--- config.mk ---
export PLATFORM = sky130hd
export DESIGN_NAME = ffe_channel_tx_flat
export DESIGN_NICKNAME = d
export VERILOG_FILES = /design/src/rtl/ffe_channel_tx_if.sv /design/src/rtl/ffe_channel_tx.sv /design/src/flat_wrapper.sv
export SDC_FILE = /design/constraint.sdc
export NUM_CORES = 1
export LEC_CHECK = 0
export CAP_MARGIN = 20
export CORE_ASPECT_RATIO = 0.5
export CORE_UTILIZATION = 40
export DETAILED_ROUTE_END_ITERATION = 12
export MAX_ROUTING_LAYER = met4
export PLACE_DENSITY = 0.55
export SETUP_SLACK_MARGIN = 0.2
export SLEW_MARGIN = 0
export SYNTH_ARGS = -nofsm -noshare
export SYNTH_HDL_FRONTEND = slang
export SYNTH_SLANG_ARGS = --single-unit
--- constraint.sdc ---
create_clock -name clk -period 7.9 [get_ports clk]
set_input_delay 1.185 -clock clk [delete_from_list [all_inputs] [get_ports clk]]
set_output_delay 1.185 -clock clk [all_outputs]
set_load 0.05 [all_outputs]
--- src/rtl/ffe_channel_tx_if.sv ---
// ffe_channel_tx_if: symbol handshake and channel-output bus of ffe_channel_tx.
//   sym_in / sym_valid / sym_ready : symbol push handshake (valid/ready)
//   tx_data / tx_load              : channel output sample and its one-cycle strobe
// The "master" side is the symbol source and output observer. The "slave" side is the block.
interface ffe_channel_tx_if #(
    parameter int WIDTH = 12
);
    logic signed [WIDTH-1:0] sym_in;
    logic                    sym_valid;
    logic                    sym_ready;
    logic signed [WIDTH-1:0] tx_data;
    logic                    tx_load;

    modport master (
        output sym_in, sym_valid,
        input  sym_ready, tx_data, tx_load
    );

    modport slave (
        input  sym_in, sym_valid,
        output sym_ready, tx_data, tx_load
    );
endinterface

--- src/rtl/ffe_channel_tx.sv ---
// ffe_channel_tx: transmit-side stimulus source for the FFE receive path.
// Buffers PAM symbols in a small FIFO. Each symbol passes through a 3-tap ISI
// channel model, y = h0*x[n] + h1*x[n-1] + h2*x[n-2], which is scaled by 2^-FRAC
// and saturated. The result is emitted on tx_data with a one-cycle tx_load strobe.
// After each strobe, cfg_gap idle cycles follow.
// Ports:
//   clk        system clock, rising edge
//   rst        asynchronous reset, active-low
//   bus        symbol handshake and output bus (slave side)
//   h0/h1/h2   signed taps Q(WIDTH-FRAC).FRAC, sampled at the pop edge
//   cfg_gap    idle cycles between strobes, sampled at the pop edge
//   tx_busy    high while pacing a gap or while symbols are queued
//   fifo_count current FIFO occupancy
module ffe_channel_tx #(
    parameter int WIDTH      = 12,
    parameter int FIFO_DEPTH = 4,
    parameter int FRAC       = 10
) (
    input  logic                          clk,
    input  logic                          rst,
    ffe_channel_tx_if.slave               bus,
    input  logic signed [WIDTH-1:0]       h0,
    input  logic signed [WIDTH-1:0]       h1,
    input  logic signed [WIDTH-1:0]       h2,
    input  logic [3:0]                    cfg_gap,
    output logic                          tx_busy,
    output logic [$clog2(FIFO_DEPTH):0]   fifo_count
);
    localparam int AW = $clog2(FIFO_DEPTH);
    localparam int PW = 2 * WIDTH;       // full product width
    localparam int SW = 2 * WIDTH + 2;   // three-product sum, no overflow possible

    localparam logic [AW:0] FULL_COUNT = (AW + 1)'(FIFO_DEPTH);
    localparam logic signed [SW-1:0] SAT_MAX = {{(SW-WIDTH+1){1'b0}}, {(WIDTH-1){1'b1}}};
    localparam logic signed [SW-1:0] SAT_MIN = {{(SW-WIDTH+1){1'b1}}, {(WIDTH-1){1'b0}}};

    typedef enum logic {IDLE, GAP} state_t;

    state_t                  state, state_next;
    logic [3:0]              gap_cnt, gap_next;
    logic signed [WIDTH-1:0] mem [FIFO_DEPTH];
    logic [AW-1:0]           wr_ptr, rd_ptr;
    logic signed [WIDTH-1:0] hist1, hist2;   // x[n-1], x[n-2]
    logic                    push, pop;
    logic signed [WIDTH-1:0] head;
    logic signed [PW-1:0]    p0, p1, p2;
    logic signed [SW-1:0]    acc, acc_sh;
    logic signed [WIDTH-1:0] y_sat;

    // Readiness depends only on occupancy. A full FIFO refuses a push even when a pop happens in the same cycle.
    assign bus.sym_ready = (fifo_count < FULL_COUNT);
    assign push          = bus.sym_valid && bus.sym_ready;
    assign head          = mem[rd_ptr];
    assign tx_busy       = (state == GAP) || (fifo_count != '0);

    // Channel model on the FIFO head. The arithmetic shift floors toward -inf.
    always_comb begin
        p0     = PW'(h0) * PW'(head);
        p1     = PW'(h1) * PW'(hist1);
        p2     = PW'(h2) * PW'(hist2);
        acc    = SW'(p0) + SW'(p1) + SW'(p2);
        acc_sh = acc >>> FRAC;
        if (acc_sh > SAT_MAX)
            y_sat = SAT_MAX[WIDTH-1:0];
        else if (acc_sh < SAT_MIN)
            y_sat = SAT_MIN[WIDTH-1:0];
        else
            y_sat = acc_sh[WIDTH-1:0];
    end

    // NOTE: every signal written here gets a default first, so no path leaves one unassigned and no latch is inferred.
    always_comb begin
        state_next = state;
        gap_next   = gap_cnt;
        pop        = 1'b0;
        case (state)
            IDLE: begin
                if (fifo_count != '0) begin
                    pop = 1'b1;
                    if (cfg_gap != 4'd0) begin
                        state_next = GAP;
                        gap_next   = cfg_gap;
                    end
                end
            end
            GAP: begin
                gap_next = gap_cnt - 4'd1;
                if (gap_cnt == 4'd1)
                    state_next = IDLE;
            end
            default: state_next = IDLE;
        endcase
    end

    // NOTE: state uses non-blocking assignments so every register samples pre-edge values, whatever the statement order.
    always_ff @(posedge clk or negedge rst) begin
        if (!rst) begin
            state       <= IDLE;
            gap_cnt     <= '0;
            fifo_count  <= '0;
            wr_ptr      <= '0;
            rd_ptr      <= '0;
            hist1       <= '0;
            hist2       <= '0;
            bus.tx_data <= '0;
            bus.tx_load <= 1'b0;
        end else begin
            state       <= state_next;
            gap_cnt     <= gap_next;
            fifo_count  <= fifo_count + {{AW{1'b0}}, push} - {{AW{1'b0}}, pop};
            bus.tx_load <= pop;
            if (push)
                wr_ptr <= wr_ptr + 1'b1;
            if (pop) begin
                rd_ptr      <= rd_ptr + 1'b1;
                bus.tx_data <= y_sat;
                hist2       <= hist1;
                hist1       <= head;
            end
        end
    end

    // NOTE: the storage array has no reset. Entries are only read after being written, because occupancy gates every pop.
    always_ff @(posedge clk) begin
        if (push)
            mem[wr_ptr] <= bus.sym_in;
    end
endmodule
--- src/flat_wrapper.sv ---
// flat-port wrapper written by rule: the top's interface ports become plain ports
module ffe_channel_tx_flat 
#(
    parameter int WIDTH      = 12,
    parameter int FIFO_DEPTH = 4,
    parameter int FRAC       = 10
)
  (clk, rst, h0, h1, h2, cfg_gap, tx_busy, fifo_count, bus_sym_in, bus_sym_valid, bus_sym_ready, bus_tx_data, bus_tx_load);
  ffe_channel_tx_if #(.WIDTH(WIDTH)) bus_i ();
  input  logic clk;
  input  logic rst;
  input  logic signed [WIDTH-1:0] h0;
  input  logic signed [WIDTH-1:0] h1;
  input  logic signed [WIDTH-1:0] h2;
  input  logic [3:0] cfg_gap;
  output logic tx_busy;
  output logic [$clog2(FIFO_DEPTH):0] fifo_count;
  input wire logic [$bits(bus_i.sym_in)-1:0] bus_sym_in;
  input wire logic [$bits(bus_i.sym_valid)-1:0] bus_sym_valid;
  output wire logic [$bits(bus_i.sym_ready)-1:0] bus_sym_ready;
  output wire logic [$bits(bus_i.tx_data)-1:0] bus_tx_data;
  output wire logic [$bits(bus_i.tx_load)-1:0] bus_tx_load;
  assign bus_i.sym_in = bus_sym_in;
  assign bus_i.sym_valid = bus_sym_valid;
  assign bus_sym_ready = bus_i.sym_ready;
  assign bus_tx_data = bus_i.tx_data;
  assign bus_tx_load = bus_i.tx_load;
  ffe_channel_tx #(.WIDTH(WIDTH), .FIFO_DEPTH(FIFO_DEPTH), .FRAC(FRAC)) u_core (.clk(clk), .rst(rst), .bus(bus_i), .h0(h0), .h1(h1), .h2(h2), .cfg_gap(cfg_gap), .tx_busy(tx_busy), .fifo_count(fifo_count));
endmodule
# Word-level counts from Yosys, hierarchy flattened
# Memory sizes are Yosys's and may differ from the RTL's.
# Index checks and enable logic that the tools add are counted.
[op_classes]
n_addsub = 7
mul = 3
magnitude_cmp = 3
eq_ne = 3
mux = 13
bitwise = 1
reduce_logical = 5
[op_table]
columns = ["operator", "n"]
rows = [
  ["$mul 12x12->24", 3],
  ["$add 25x24->26", 1],
  ["$add 24x24->25", 1],
  ["$mux 12", 2],
  ["$gt 16x12->1 const B", 1],
  ["$lt 16x12->1 const B", 1],
  ["$mux 4", 2],
  ["$pmux 4 s2", 1],
  ["$mux 1", 7],
  ["$add 2x1->2 const B", 2],
  ["$eq 4x1->1 const B", 1],
  ["$ne 2x1->1 const B", 2],
  ["$reduce_bool 4->1", 1],
  ["$sub 4x1->4 const B", 1],
  ["$add 3x1->3", 1],
  ["$lt 3x3->1 const B", 1],
  ["$reduce_bool 3->1", 1],
  ["$sub 3x1->3", 1],
  ["$pmux 1 s2", 1],
  ["$reduce_and 2->1", 1],
  ["$logic_and 1x1->1", 1],
  ["$logic_or 1x1->1", 1],
  ["$not 1->1", 1],
]
[totals]
mem_bits_rw = 48
input_bits = 55
output_inout_bits = 18
elab_cells = 45
n_memories = 1
regBits = 49
[mem_list]
columns = ["memory", "words", "word_bits", "rd", "rd_ports_with_merged_regs", "write_ports", "line_no", "source"]
rows = [
  ["u_core.mem", 4, 12, 1, 0, 1, "ffe_channel_tx.sv:41", "logic signed [WIDTH-1:0] mem [FIFO_DEPTH];"],
]

# Logic depth before layout (Yosys ltp)
# Gate-level depths: netlist (run 1).
# An unclocked memory read counts as a cell.
[depth]
depth_word = 7
depth_mapped = 31
mapped_depth_nobuf = 27

# Least setup slack after synthesis (run 1)
# No wires, ideal clock.
[synth_timing]
path_kind = "register -> register"
from = "register u_core.rd_ptr[0]"
to = "register u_core.bus.tx_data[10]"
stages_incl_launch_ff = 31
t_required_ns = 7.796
path_buffers = 5
setup_slack_ns = -0.555
setup_time_ns = 0.104
synth_period_minus_slack_ns = 8.455
arrival_time_ns = 8.351
path_cell_list = "dfrtp_1 > buf_6 > clkbuf_1 > mux4_2 > clkbuf_1 > and2_1 > fa_1 > inv_1 > fa_1 > inv_1 > fa_1 > inv_1 > fa_1 > fa_1 > inv_1 > fa_1 > fa_1 > inv_1 > fa_1 > inv_1 > ha_1 > clkbuf_1 > a211oi_1 > nor2_1 > or4_1 > a41o_1 > a41oi_2 > xnor2_1 > a41oi_1 > buf_4 > o311ai_1"
[synth_between]
elab_chain_len = 7
word_cells_on_any_way = 8
cone_classes = "add/sub (2); mul (1); order compare (2); mux (2); memory (1)"
[synth_lines]
columns = ["item", "line_no", "source"]
rows = [
  ["start: declaration", "ffe_channel_tx.sv:42", "logic [AW-1:0] wr_ptr, rd_ptr;"],
  ["start signal: assignment", "ffe_channel_tx.sv:115", "rd_ptr <= rd_ptr + 1'b1;"],
  ["$mem_v2 4x12 (*)", "-", ""],
  ["$mul 12x12->24 (*)", "ffe_channel_tx.sv:58", "p0 = PW'(h0) * PW'(head);"],
  ["$add 24x24->25 (*)", "ffe_channel_tx.sv:61", "acc = SW'(p0) + SW'(p1) + SW'(p2);"],
  ["$add 25x24->26 (*)", "ffe_channel_tx.sv:61", ""],
  ["$lt 16x12->1", "ffe_channel_tx.sv:65", "else if (acc_sh < SAT_MIN)"],
  ["$mux 12", "ffe_channel_tx.sv:65", ""],
  ["$mux 12 (*)", "ffe_channel_tx.sv:63", "if (acc_sh > SAT_MAX)"],
  ["end signal: assignment", "ffe_channel_tx.sv:116", "bus.tx_data <= y_sat;"],
  ["end: declaration", "ffe_channel_tx_if.sv:21", "output sym_ready, tx_data, tx_load"],
]
# Mark *: on every way between the ends. The rest lies on a longest branch, timed or not.
# A chain may end at the register's enable or synchronous reset.

# Worst setup path in the final report (run 1)
[layout_timing]
from = "register u_core.rd_ptr[0]"
to = "register u_core.bus.tx_data[7]"
# Same word-level chain as after synthesis.

==> results of run 1 <==
[layer usage]
metal / vias up / GRT usage (%) / share of wire (%)
li1: 6678 / - / -
met1: 7473 / 35.6 / 51
met4: 0 / 1.95 / 0.49
met3: 19 / 3.72 / 5.9
met5: - / - / 0
met2: 320 / 32.7 / 42
[cells by family after synthesis]
| group | Yosys count | synth area share (%) |
|---|---|---|
| buf+inv | 699 | 12.5 |
| fa+ha+maj | 642 | 56.1 |
| simple gates | 568 | 13.1 |
| flops | 97 | 12.6 |
| compound gates | 78 | 2.67 |
| xor+xnor | 38 | 1.64 |
| mux | 17 | 1.46 |
[sequential cells by signal, indices dropped and copies added (netlist names)]
signal,flops
u_core.state,1
u_core.bus.tx_load,1
u_core.gap_cnt,4
u_core.bus.tx_data,12
u_core.hist1,12
u_core.mem,48
u_core.fifo_count,3
u_core.hist2,12
u_core.rd_ptr,2
u_core.wr_ptr,2
[metrics by stage]
stage | cells | setup TNS (ps)
final | 3125 | -4290
after global routing | 3124 | -6960
after CTS | 3113 | -3590
after detailed placement | 3040 | -12290
after global placement | 3040 | -11560
after floorplan | 2139 | -21.9
[final cells by class]
class | instances | area (µm²) | share of cell area [%]
multi-input cells | 1343 | 16300 | 63.6
repair buffers | 360 | 3190 | 12.4
flip-flops and latches | 97 | 2670 | 10.4
inverters | 607 | 2280 | 8.89
well taps | 701 | 877 | 3.42
clock buffers | 10 | 239 | 0.931
clock inverters | 6 | 85.1 | 0.331
diodes | 1 | 2.50 | 0.00975
[worst max-delay path, delay by kind of cell (launching register included)]
kind	cells	cell delay, ps
adders and majority gates	9	3980
muxes	1	570
AOI/OAI and AO/OA	6	1840
DFF	1	410
and+or+nand+nor	2	280
buffers and inverters	9	940
xor gates and xnor gates	1	120
[path summary, 6_finish.rpt]
path                                                    startpoint                            endpoint  slack [ps]  cells after the start
min in group asynchronous                                      rst  u_core.bus.tx_data[11]$_DFFE_PN0P_         950                      2
worst max register to register        u_core.rd_ptr[0]$_DFFE_PN0P_   u_core.bus.tx_data[7]$_DFFE_PN0P_        -400                     28
max in group asynchronous                                      rst        u_core.rd_ptr[0]$_DFFE_PN0P_        6420                      2
worst min register to register  u_core.bus.tx_data[10]$_DFFE_PN0P_  u_core.bus.tx_data[10]$_DFFE_PN0P_         510                      2
worst max-delay path                  u_core.rd_ptr[0]$_DFFE_PN0P_   u_core.bus.tx_data[7]$_DFFE_PN0P_        -400                     28
worst min-delay path            u_core.bus.tx_data[10]$_DFFE_PN0P_  u_core.bus.tx_data[10]$_DFFE_PN0P_         510                      2
[cell usage after synthesis (2+ instances only)]
cell	count
inv_1	605
fa_1	514
nand2_1	275
and2_1	218
ha_1	128
clkbuf_1	84
dfrtp_1	49
edfxtp_1	48
nor2_1	36
xnor2_1	27
o21ai_0	16
a21oi_1	15
nand2b_1	12
mux4_2	11
o311ai_1	11
a21o_1	10
xor2_1	10
buf_1	5
mux2i_1	5
nand3_1	5
nor2b_1	5
nor3_1	4
o21a_1	4
and3_1	3
o211ai_1	3
or2_2	3
a221o_1	2
a31oi_1	2
a41o_1	2
and4_1	2
buf_4	2
clkinv_1	2
nand4_1	2
[timing repair]
action,CTS,global route
buffers inserted,51,10
cloned,6,1
pin swaps,116,19
setup endpoints to repair,12,12
gates resized for setup,150,23
==> flow_metrics.py, run 1 <==
metrics = {
    "routing": {
        "avgRoutedWirePerCell_um": 17.7,
        "num_vias": 14500,
        "drc": 0,
        "drtIter0Drc": 789,
        "ant_nets": 0,
        "drtPass1Iterations": 5,
        "wl_um": 55400,
        "vias_per_cell": 4.64,
    },
    "floorplanning": {
        "rows": 59,
        "dieArea_um2": 54000,
        "coreArea_um2": 52100,
        "dieWidth_um": 328,
        "dieHeight_um": 165,
        "start_util_pct": 40.7,
        "io_pins": 73,
    },
    "cells_and_area": {
        "fillers": 4965,
        "postLayoutCoreUtil_pct": 49.2,
        "area_growth_pct": 21.1,
        "drive_gt1_share_pct": 18.2,
        "mostFrequentLayoutCell": "inv_1",
        "fin_nets": 3115,
        "final_cell_area_um2": 25700,
        "final_cell_mix": "inv_1, fa_1, nand2_1",
    },
    "timing": {
        "worst_pin_slew_ps": 1110,
        "fmax_mhz": 120,
        "hold_viol_final": 0,
        "slew_headroom_pct": 25.8,
        "rsz0062_at_grt": "true",
        "skew_ps": 19.4,
        "hold_ws_ps": 512,
        "slew_viol_final": 0,
        "fin_crit_sh_pct": 105,
        "fin_crit_ps": 8300,
        "layout_setup_ws_ps": -401,
        "setup_viol": 12,
    },
    "synth": {
        "yosysUniqueCellTypes": 52,
        "yosys-top-cells-area": "fa_1, inv_1, ha_1",
        "async_flop_share_pct": 50.5,
        "yosysTopAreaCellShare_pct": 48.6,
        "syn-num-nets": 2836,
        "synth-edff-count": 48,
        "synth_warnings": 0,
        "ys_seq_area_share_pct": 12.6,
        "yosysTopAreaCell": "fa_1",
        "netlist_instances": 2139,
        "syn-cell-area_um2": 21200,
        "synth_ff_type": "dfrtp_1",
        "ys_ff_latch": 97,
        "syn_avg_cell_area_um2": 9.91,
    },
    "clock_network": {
        "path_clk_slew_ps": 80,
        "root_buffer": "clkbuf_16",
        "cts_buffers": 9,
        "cts_max_level": 3,
        "clockBufferDepth": 2,
        "cts_tree": "yes",
        "cts_sinks": 97,
        "worstSkewPairLatency_ps": 380,
        "ctsHoldBuffers": 0,
    },
    "placed_design": {
        "gp_congestion": 0.915,
        "placed_area_um2": 24300,
        "dp_slack_ps": -1070,
        "port_buffers": 72,
        "hpwl_um": 47700,
    },
    "global_routing": {
        "overflow": 0,
        "grt_pass1_vias": 15600,
        "antenna_found_initial": 0,
        "grt_pass1_wl_um": 90900,
        "grt_usage_pct": 23.0,
        "grt_max_degree": 51,
    },
    "setup_path": {
        "crit_path_end_kind": "register",
        "cp-start-kind": "register",
        "crit_top_cell": "fa_1",
        "required_ps": 8110,
        "cp_slowest_cell": "mux4_2",
        "cp.arrival_ps": 8510,
        "critPathKind": "reg2reg",
        "cp_max_fo": 6,
        "critPathMaxStageDelay_ps": 570,
    },
    "min_path": {
        "holdCritPathClass": "reg2reg",
    },
    "job": {
        "maxCapViolCount": 0,
    },
    "outcome": {
        "violations": "negative setup slack",
        "outcome": "complete, but fails checks",
    },
}
Power of run 1 is not shown: default switching activity piles up to over one toggle a cycle in this logic, so the estimate is an artifact.
==> run 2, diff against run 1 <==
Settings changed: REMOVE_ABC_BUFFERS set to 1.
==> run 2 against run 1 <==
- the run still ends with negative setup slack left
- sequential share of layout area is essentially flat
- largest cell class unchanged
- wire length shrank 3.9%
- final cell count shrank 0.38%
- highest routed layer unchanged
- cell area is essentially flat
- non-clock buffer count shrank 13
- first-iteration DRC count shrank 8.1%
- global-route usage shrank 1.1 points
- clock skew grew 1.9 ps
- fmax shrank 0.50%
==> flow_metrics.py, run 2 (same netlist as run 1, synthesis figures left out) <==
metrics = {
    "outcome": {
        "outcome": "complete, but fails checks",
        "violations": "negative setup slack",
    },
    "timing": {
        "setup_viol": 12,
        "fmax_mhz": 120,
        "worst_pin_slew_ps": 781,
        "skew_ps": 21.2,
        "slew_viol_final": 0,
        "layout_setup_ws_ps": -443,
        "hold_viol_final": 0,
        "rsz0062_at_grt": "true",
        "fin_crit_sh_pct": 106,
        "tns_ps": -4730,
        "fin_crit_ps": 8340,
        "slew_headroom_pct": 47.9,
    },
    "global_routing": {
        "use_met2_pct": 35.1,
        "overflow": 0,
        "top_usage_layer": "met2",
        "grt_util_met1_pct": 30.5,
        "grt_pass1_vias": 15700,
        "antenna_found_initial": 1,
        "use_met3_pct": 3.21,
        "grt_max_degree": 51,
        "grt_pass1_wl_um": 87000,
        "grt_usage_pct": 21.9,
    },
    "setup_path": {
        "cp_max_fo": 7,
        "critPathKind": "in2reg",
        "crit_top_cell": "fa_1",
        "required_ps": 8130,
        "critPathMaxStageDelay_ps": 570,
        "cp.arrival_ps": 8570,
        "cp-start-kind": "input port",
        "r2r_setup_slack_ps": -420,
        "crit_path_end_kind": "register",
        "cp_num_buf_inv": 10,
        "cp_slowest_cell": "fa_1",
        "cp_top_family": "adder cells",
    },
    "floorplanning": {
        "io_pins": 73,
        "coreArea_um2": 52100,
        "dieWidth_um": 328,
        "dieArea_um2": 54000,
        "rows": 59,
        "dieHeight_um": 165,
        "start_util_pct": 40.7,
    },
    "placed_design": {
        "gp_congestion": 0.872,
        "hpwl_um": 45600,
        "port_buffers": 72,
    },
    "clock_network": {
        "clockBufferDepth": 2,
        "cts_buffers": 9,
        "cts_max_level": 3,
        "root_buffer": "clkbuf_16",
        "ctsHoldBuffers": 0,
        "cts_tree": "yes",
        "cts_sinks": 97,
        "path_clk_slew_ps": 80,
        "worstSkewPairLatency_ps": 390,
    },
    "routing": {
        "avgRoutedWirePerCell_um": 17.1,
        "num_vias": 14500,
        "wl_um": 53300,
        "drc": 0,
        "vias_per_cell": 4.65,
        "ant_nets": 0,
        "drtIter0Drc": 725,
        "drtPass1Iterations": 7,
    },
    "cells_and_area": {
        "largest_reg_flops": 48,
        "regMostFlops": "u_core.mem",
        "final_cell_mix": "inv_1, fa_1, nand2_1",
        "mostFrequentLayoutCell": "inv_1",
        "fin_nets": 3103,
        "area_growth_pct": 21.1,
        "drive_gt1_share_pct": 16.3,
    },
    "min_path": {
        "holdCritPathClass": "reg2reg",
    },
    "job": {
        "maxCapViolCount": 0,
    },
}
-- run 2: tightest hold or removal path: cells and delay by family, from the launching register on --
kind             cells  cell delay (ps)
flip-flops           1              350
AND/OR/NAND/NOR      1               50
AO/OA/AOI/OAI        1               60
-- run 2: worst paths after layout --
path                                                 endpoint                                from  cells past startpoint
setup reg to reg            u_core.bus.tx_data[3]$_DFFE_PN0P_        u_core.rd_ptr[0]$_DFFE_PN0P_                     29
max in group asynchronous        u_core.hist1[10]$_DFFE_PN0P_                                 rst                      2
setup / recovery            u_core.bus.tx_data[3]$_DFFE_PN0P_                               h0[4]                     28
min in group asynchronous        u_core.rd_ptr[0]$_DFFE_PN0P_                                 rst                      2
hold reg to reg            u_core.bus.tx_data[11]$_DFFE_PN0P_  u_core.bus.tx_data[11]$_DFFE_PN0P_                      2
hold / removal             u_core.bus.tx_data[11]$_DFFE_PN0P_  u_core.bus.tx_data[11]$_DFFE_PN0P_                      2
-- run 2: through the flow --
stage               setup slack [ps]  hold slack, ps  area [µm²]  instances  utilization, %
global placement               -1290             478       24500       3056            47.0
finish                          -443             499       25700       3113            49.3
floorplan                       -827             526       20800       2047               -
CTS                             -431             497       25600       3110            49.1
global route                    -736             544       25700       3113            49.3
detailed placement             -1350             480       24500       3056            47.0
-- run 2: area by class of cell --
class / count / area [µm²]
Multi-Input combinational cell: 1344 / 16300
Timing Repair Buffer: 347 / 3210
Clock inverter: 7 / 88.8
Antenna cell: 1 / 2.50
Sequential cell: 97 / 2670
Clock buffer: 9 / 225
Tap cell: 701 / 877
Inverter: 607 / 2280
Fill cell: 4962 / 26400
-- run 2: repair_timing --
action,CTS,global route
gates resized for setup,109,21
cloned,4,1
buffers inserted,34,1
setup endpoints to repair,12,12
pin swaps,64,14
-- run 2: routing by layer --
layer / wire, µm / share of wire, % / vias up
li1: - / - / 6658
met1: 25000 / 47 / 7543
met2: 25400 / 48 / 255
met3: 2400 / 4.5 / 27
met4: 481 / 0.90 / 0
met5: 0 / 0 / -
Power of run 2 is left out for the same reason.
